`config.mk`:
```
export PLATFORM = sky130hd
export DESIGN_NAME = btb_assoc
export DESIGN_NICKNAME = d
export VERILOG_FILES = /design/src/rtl/btb_pkg.sv /design/src/rtl/btb_stats.sv /design/src/rtl/btb_assoc.sv
export SDC_FILE = /design/constraint.sdc
export NUM_CORES = 2
export LEC_CHECK = 0
export ABC_AREA = 1
export CAP_MARGIN = 15
export CORE_MARGIN = 1
export CORE_UTILIZATION = 45
export CTS_CLUSTER_SIZE = 12
export DETAILED_ROUTE_END_ITERATION = 7
export SETUP_SLACK_MARGIN = 0.1
export SLEW_MARGIN = 5
export SYNTH_ARGS = -nofsm -noshare
export SYNTH_HDL_FRONTEND = slang
export SYNTH_SLANG_ARGS = --single-unit
```
`constraint.sdc`:
```
create_clock -name clk -period 14.2 [get_ports clk]
set_clock_uncertainty 0.15 [all_clocks]
set_input_delay 2.13 -clock clk [delete_from_list [all_inputs] [get_ports clk]]
set_output_delay 2.13 -clock clk [all_outputs]
set_load 0.005 [all_outputs]
```
`src/rtl/btb_pkg.sv`:
```
// Shared types for the 2-way set-associative branch target buffer:
// 2-bit direction counter encoding, entry record and counter update helper.
package btb_pkg;

    typedef enum logic [1:0] {
        SNT = 2'd0,
        WNT = 2'd1,
        WT  = 2'd2,
        ST  = 2'd3
    } ctr_e;

    // Widest PC the entry record can carry; real widths are sliced out of it.
    localparam int BTB_MAX_W = 64;

    typedef struct packed {
        logic                 valid;
        logic [BTB_MAX_W-1:0] tag;
        ctr_e                 ctr;
        logic [BTB_MAX_W-1:0] target;
    } btb_entry_t;

    function automatic ctr_e ctr_next(ctr_e cur, logic taken);
        ctr_e nxt;
        nxt = cur;
        if (taken && cur != ST) begin
            nxt = ctr_e'(cur + 2'd1);
        end else if (!taken && cur != SNT) begin
            nxt = ctr_e'(cur - 2'd1);
        end
        return nxt;
    endfunction

endpackage

```
`src/rtl/btb_stats.sv`:
```
// Saturating branch / hit / mispredict counters with a priority clear.
module btb_stats #(
    parameter int STAT_W = 32
) (
    input  logic              clk,
    input  logic              rst_n,
    input  logic              clr,
    input  logic              br_inc,
    input  logic              hit_inc,
    input  logic              mispr_inc,
    output logic [STAT_W-1:0] br_cnt,
    output logic [STAT_W-1:0] hit_cnt,
    output logic [STAT_W-1:0] mispr_cnt
);
    logic [STAT_W-1:0] br_q, br_d, hit_q, hit_d, mispr_q, mispr_d;

    always_comb begin
        br_d    = br_q;
        hit_d   = hit_q;
        mispr_d = mispr_q;
        if (clr) begin
            br_d    = '0;
            hit_d   = '0;
            mispr_d = '0;
        end else begin
            if (br_inc && br_q != '1)       br_d    = br_q + 1'b1;
            if (hit_inc && hit_q != '1)     hit_d   = hit_q + 1'b1;
            if (mispr_inc && mispr_q != '1) mispr_d = mispr_q + 1'b1;
        end
    end

    always_ff @(posedge clk or negedge rst_n) begin
        if (!rst_n) begin
            br_q    <= '0;
            hit_q   <= '0;
            mispr_q <= '0;
        end else begin
            br_q    <= br_d;
            hit_q   <= hit_d;
            mispr_q <= mispr_d;
        end
    end

    assign br_cnt    = br_q;
    assign hit_cnt   = hit_q;
    assign mispr_cnt = mispr_q;
endmodule

```
`src/rtl/btb_assoc.sv`:
```
// 2-way set-associative branch target buffer with 2-bit direction counters,
// per-set LRU, one-cycle lookup and single-cycle EX-stage update.
module btb_assoc
    import btb_pkg::*;
#(
    parameter int PC_W   = 16,
    parameter int SETS   = 64,
    parameter int STAT_W = 32
) (
    input  logic              clk,
    input  logic              rst_n,
    input  logic              en,
    input  logic              flush,
    input  logic              lk_valid,
    input  logic [PC_W-1:0]   lk_pc,
    output logic              pr_valid,
    output logic              pr_hit,
    output logic              pr_taken,
    output logic [PC_W-1:0]   pr_target,
    input  logic              up_valid,
    input  logic              up_is_br,
    input  logic [PC_W-1:0]   up_pc,
    input  logic              up_taken,
    input  logic [PC_W-1:0]   up_target,
    input  logic              up_pred_taken,
    input  logic              stat_clr,
    output logic [STAT_W-1:0] br_cnt,
    output logic [STAT_W-1:0] hit_cnt,
    output logic [STAT_W-1:0] mispr_cnt
);
    localparam int IDX_W = $clog2(SETS);
    localparam int TAG_W = PC_W - IDX_W;

    logic [1:0][SETS-1:0] valid_q, valid_d;
    logic [SETS-1:0]      lru_q, lru_d;   // lru bit = way to evict next

    logic [TAG_W-1:0] tag_mem [2][SETS];
    logic [1:0]       ctr_mem [2][SETS];
    logic [PC_W-1:0]  tgt_mem [2][SETS];
    logic [1:0]       ctr_rd_q [2];
    logic [PC_W-1:0]  tgt_rd_q [2];

    logic pr_valid_q, pr_valid_d, pr_hit_q, pr_hit_d, pr_way_q, pr_way_d;

    logic [IDX_W-1:0] lk_idx, up_idx;
    logic [TAG_W-1:0] lk_tag, up_tag;
    logic [1:0]       lk_match, up_match;
    logic             lk_way, lk_hit_use, up_way, up_hit, up_go, victim;
    logic             wr_en, wr_way;
    btb_entry_t       wr_entry;

    assign lk_idx = lk_pc[IDX_W-1:0];
    assign lk_tag = lk_pc[PC_W-1:IDX_W];
    assign up_idx = up_pc[IDX_W-1:0];
    assign up_tag = up_pc[PC_W-1:IDX_W];

    always_comb begin
        for (int w = 0; w < 2; w++) begin
            lk_match[w] = valid_q[w][lk_idx] && (tag_mem[w][lk_idx] == lk_tag);
            up_match[w] = valid_q[w][up_idx] && (tag_mem[w][up_idx] == up_tag);
        end
    end

    assign lk_way     = lk_match[1];
    assign lk_hit_use = lk_valid && en && (|lk_match);
    assign up_way     = up_match[1];
    assign up_hit     = |up_match;
    assign up_go      = up_valid && up_is_br && !flush;
    assign victim     = !valid_q[0][up_idx] ? 1'b0 :
                        !valid_q[1][up_idx] ? 1'b1 : lru_q[up_idx];
    // A not-taken miss leaves the table untouched; only hits and taken misses write.
    assign wr_en  = up_go && (up_hit || up_taken);
    assign wr_way = up_hit ? up_way : victim;

    always_comb begin
        wr_entry        = '0;
        wr_entry.valid  = 1'b1;
        wr_entry.tag    = BTB_MAX_W'(up_tag);
        wr_entry.ctr    = up_hit ? ctr_next(ctr_e'(ctr_mem[up_way][up_idx]), up_taken) : WT;
        wr_entry.target = BTB_MAX_W'(up_target);
    end

    // Update's LRU write is applied last so it overrides a same-set lookup hit.
    always_comb begin
        valid_d = valid_q;
        lru_d   = lru_q;
        if (lk_hit_use) lru_d[lk_idx] = ~lk_way;
        if (wr_en) begin
            valid_d[wr_way][up_idx] = 1'b1;
            lru_d[up_idx]           = ~wr_way;
        end
        if (flush) begin
            valid_d = '0;
            lru_d   = '0;
        end
    end

    always_comb begin
        pr_valid_d = lk_valid;
        pr_hit_d   = lk_hit_use && !flush;
        pr_way_d   = lk_way;
    end

    always_ff @(posedge clk or negedge rst_n) begin
        if (!rst_n) begin
            valid_q    <= '0;
            lru_q      <= '0;
            pr_valid_q <= 1'b0;
            pr_hit_q   <= 1'b0;
            pr_way_q   <= 1'b0;
        end else begin
            valid_q    <= valid_d;
            lru_q      <= lru_d;
            pr_valid_q <= pr_valid_d;
            pr_hit_q   <= pr_hit_d;
            pr_way_q   <= pr_way_d;
        end
    end

    // Payload arrays: synchronous read returns pre-write contents on a same-set collision.
    always_ff @(posedge clk) begin
        for (int w = 0; w < 2; w++) begin
            ctr_rd_q[w] <= ctr_mem[w][lk_idx];
            tgt_rd_q[w] <= tgt_mem[w][lk_idx];
        end
        if (wr_en) begin
            tag_mem[wr_way][up_idx] <= wr_entry.tag[TAG_W-1:0];
            ctr_mem[wr_way][up_idx] <= wr_entry.ctr;
            if (up_taken) tgt_mem[wr_way][up_idx] <= wr_entry.target[PC_W-1:0];
        end
    end

    assign pr_valid  = pr_valid_q;
    assign pr_hit    = pr_hit_q;
    assign pr_taken  = pr_hit_q && ctr_rd_q[pr_way_q][1];
    assign pr_target = pr_hit_q ? tgt_rd_q[pr_way_q] : '0;

    btb_stats #(.STAT_W(STAT_W)) u_stats (
        .clk       (clk),
        .rst_n     (rst_n),
        .clr       (stat_clr),
        .br_inc    (up_valid && up_is_br),
        .hit_inc   (lk_hit_use),
        .mispr_inc (up_valid && up_is_br && (up_pred_taken != up_taken)),
        .br_cnt    (br_cnt),
        .hit_cnt   (hit_cnt),
        .mispr_cnt (mispr_cnt)
    );
endmodule

```
==> impl_metrics.env <==
export IMPL_outcome="finished, violations left"
export IMPL_violations="design-rule violations"
export IMPL_setup_violations=0
export IMPL_cts_tree="done"
export IMPL_post_drt_wl_per_cell_um=32.2
export IMPL_io_pins=173
export IMPL_grt_usage_pct=32.6
export IMPL_maxSlewViolCount=0
export IMPL_synthDominantCellAreaShare_pct=65.4
export IMPL_clkTransAtPathRegs_ns=0.06
export IMPL_vias=120000
export IMPL_fin_nets=14000
export IMPL_critPathKind="in -> reg"
export IMPL_async_reset_ff_share_pct=7.44
export IMPL_path_max_fanout=65
export IMPL_critical_path_required_ns=14.69
export IMPL_synth_area_top_cells="edfxtp_1 (65%), nand2_1 (7.6%), dfrtp_1 (4.4%), inv_1 (3.0%), a221oi_1 (2.2%)"
export IMPL_ys_seq_area_share_pct=70.3
export IMPL_die_x_um=607
export IMPL_syn_area_per_cell_sq_um=11.8
export IMPL_max_freq_mhz=104
export IMPL_grt_max_degree=191
export IMPL_antenna_left=0
export IMPL_cpMostUsedCell="nand2_1"
export IMPL_hold_buffers=0
export IMPL_powerDensity_mw_per_mm2=131
export IMPL_cp_slowest_stage_delay_ns=0.74
export IMPL_layout_setup_ws_ns=4.56
export IMPL_ff2ff_setup_slack_ns=7.23
export IMPL_synth_edff_count=3584
export IMPL_synth_nets=14000
export IMPL_tightest_slew_ns=1.29
export IMPL_antenna_found_initial=31
export IMPL_ys_ff_latch=3909
export IMPL_hold_path_class="reg -> reg"
export IMPL_htree_levels=5
export IMPL_first_global_vias=111000
export IMPL_drt_initial_drc_count=19500
export IMPL_start_util_pct=45.3
export IMPL_synthTopCellsByCount="edfxtp_1 (3584), nand2_1 (3329), inv_1 (1323)"
export IMPL_cts_buffers=405
export IMPL_min_period_ns=9.64
export IMPL_syn_inst=13900
export IMPL_clockBufferDepth=4
export IMPL_overflow=0
export IMPL_synth_area_leader_cell="edfxtp_1"
export IMPL_place_gp_congestion=0.974
export IMPL_maxCapViolCount=0
export IMPL_rsz0062_at_grt="no"
export IMPL_grt_pass1_wl_um=851000
export IMPL_finalWirelength_um=614000
export IMPL_fin_util_pct=50.8
export IMPL_via_per_inst=6.28
export IMPL_cts_sinks=3909
export IMPL_ys_flop_type="edfxtp_1"
export IMPL_syn_to_final_growth_pct=12.0
export IMPL_io_buffers=172
export IMPL_row_count=221
export IMPL_crit_path_start_kind="input port"
export IMPL_core_area_sq_mm=0.363
export IMPL_cts_root_buf="clkbuf_16"
export IMPL_syn_cell_area_sq_mm=0.164
export IMPL_slowest_stage="nor2_4"
export IMPL_final_layout_size_suffix_gt1_share_pct=7.60
export IMPL_min_period_over_period_pct=67.9
export IMPL_max_slew_margin_pct=13.7
export IMPL_die_h_um=607
export IMPL_cts_resized=0
export IMPL_synthDistinctLibCells=57
export IMPL_post_cts_setup_buffer_count=0
export IMPL_first_pass_iters=8
export IMPL_hold_viol=0
export IMPL_peakVddDrop_mv=0.121
export IMPL_dpl_hpwl_um=368000
export IMPL_leakage_nw=66.0
export IMPL_yosysMostFrequentCell="edfxtp_1"
export IMPL_fin_setup_tns_ns=0
export IMPL_die_area_sq_mm=0.368
export IMPL_yosysWarnings=0
export IMPL_drc_errors=3
export IMPL_pre_cts_slack_ns=3.99
export IMPL_critPathCaptureType="flop"
export IMPL_crit_arrival_ns=10.14
export IMPL_clk_latency_ns=1.01
## cell type report
class	instances	area, sq um
clock buffer	594	11300
clock inverter	126	1120
fill	31400	179000
tap	4794	6000
inverter	1356	5160
antenna	10	25.0
timing repair buffer	461	4170
sequential	3909	116000
multi-input combinational	7821	40900
## per-stage QoR
stage / area (sq um) / hold slack, ns / std cells / total power, W
after floorplan: 164000 / 0.316 / 13900 / 0.0134
after CTS: 184000 / 0.351 / 19100 / 0.0242
after global routing: 184000 / 0.377 / 19100 / 0.0247
final: 184000 / 0.350 / 19100 / 0.0242
after detailed placement: 172000 / 0.338 / 18300 / 0.0142
after global placement: 172000 / 0.328 / 18300 / 0.0142
## worst max-delay path: cells and delay by family
| kind | cells | cell delay [ns] |
|---|---|---|
| adder cells (fa/ha/maj) | 1 | 0.30 |
| buffers and inverters | 6 | 2.84 |
| AND/OR/NAND/NOR | 21 | 3.92 |
| AO/OA/AOI/OAI | 3 | 0.67 |
## power breakdown
part	switching (W)	internal [W]
clock network	0.00449	0.00569
logic	0.00110	0.000299
registers	0.0000112	0.0126
## cell usage in the layout, fill, tap and decap left out, types with 407 or more instances in the layout
cell type | synthesis | final
a221oi_1 | 421 | 421
a22oi_1 | 485 | 485
clkbuf_16 | 0 | 411
edfxtp_1 | 3584 | 3584
inv_1 | 1323 | 1319
nand2_1 | 3329 | 3319
nand3_1 | 624 | 622
nand4_1 | 407 | 407
nor2_1 | 709 | 550
o21ai_0 | 417 | 416
## state kept, by name, indices dropped and copies added, names as in the netlist
name	cells
tag_mem	1280
u_stats.mispr_cnt	32
pr_valid	1
u_stats.br_cnt	32
tgt_rd_q	32
ctr_mem	256
valid_q	128
ctr_rd_q	2
pr_way_q	1
u_stats.hit_cnt	32
tgt_mem	2048
lru_q	64
pr_hit	1
## layer usage
| layer | global-route usage [%] | part of all wire (%) | routed length, um | up-vias |
|---|---|---|---|---|
| met5 | 0 | 0.025 | 153 | - |
| met4 | 18.1 | 6.4 | 39100 | 20 |
| met3 | 8.15 | 13 | 78300 | 1679 |
| met2 | 48.2 | 43 | 265000 | 8746 |
| met1 | 44.2 | 38 | 232000 | 58800 |
| li1 | - | - | - | 50400 |
## cell families after synthesis
family                   after synthesis  share of synthesized area, %
AO/OA/AOI/OAI                       2565                          11.0
AND/OR/NAND/NOR                     5216                          13.2
XOR/XNOR                              35                         0.186
flip-flops                          3909                          70.3
buffers and inverters               2183                          5.23
adder cells (fa/ha/maj)                5                        0.0380
## final timing paths
kind,startpoint,to,cells past startpoint
max reg2reg,tag_mem[1][576]$_DFFE_PP_,ctr_mem[0][51]$_DFFE_PP_,29
min in group asynchronous,rst_n,u_stats.hit_cnt[20]$_DFFE_PN0P_,1
max in group asynchronous,rst_n,lru_q[25]$_DFF_PN0_,3
min,valid_q[21]$_DFFE_PN0P_,valid_q[21]$_DFFE_PN0P_,2
min reg2reg,valid_q[21]$_DFFE_PN0P_,valid_q[21]$_DFFE_PN0P_,2
max,up_pc[2],ctr_mem[0][51]$_DFFE_PP_,31
Note: power is estimated with default switching activity, not from simulation.
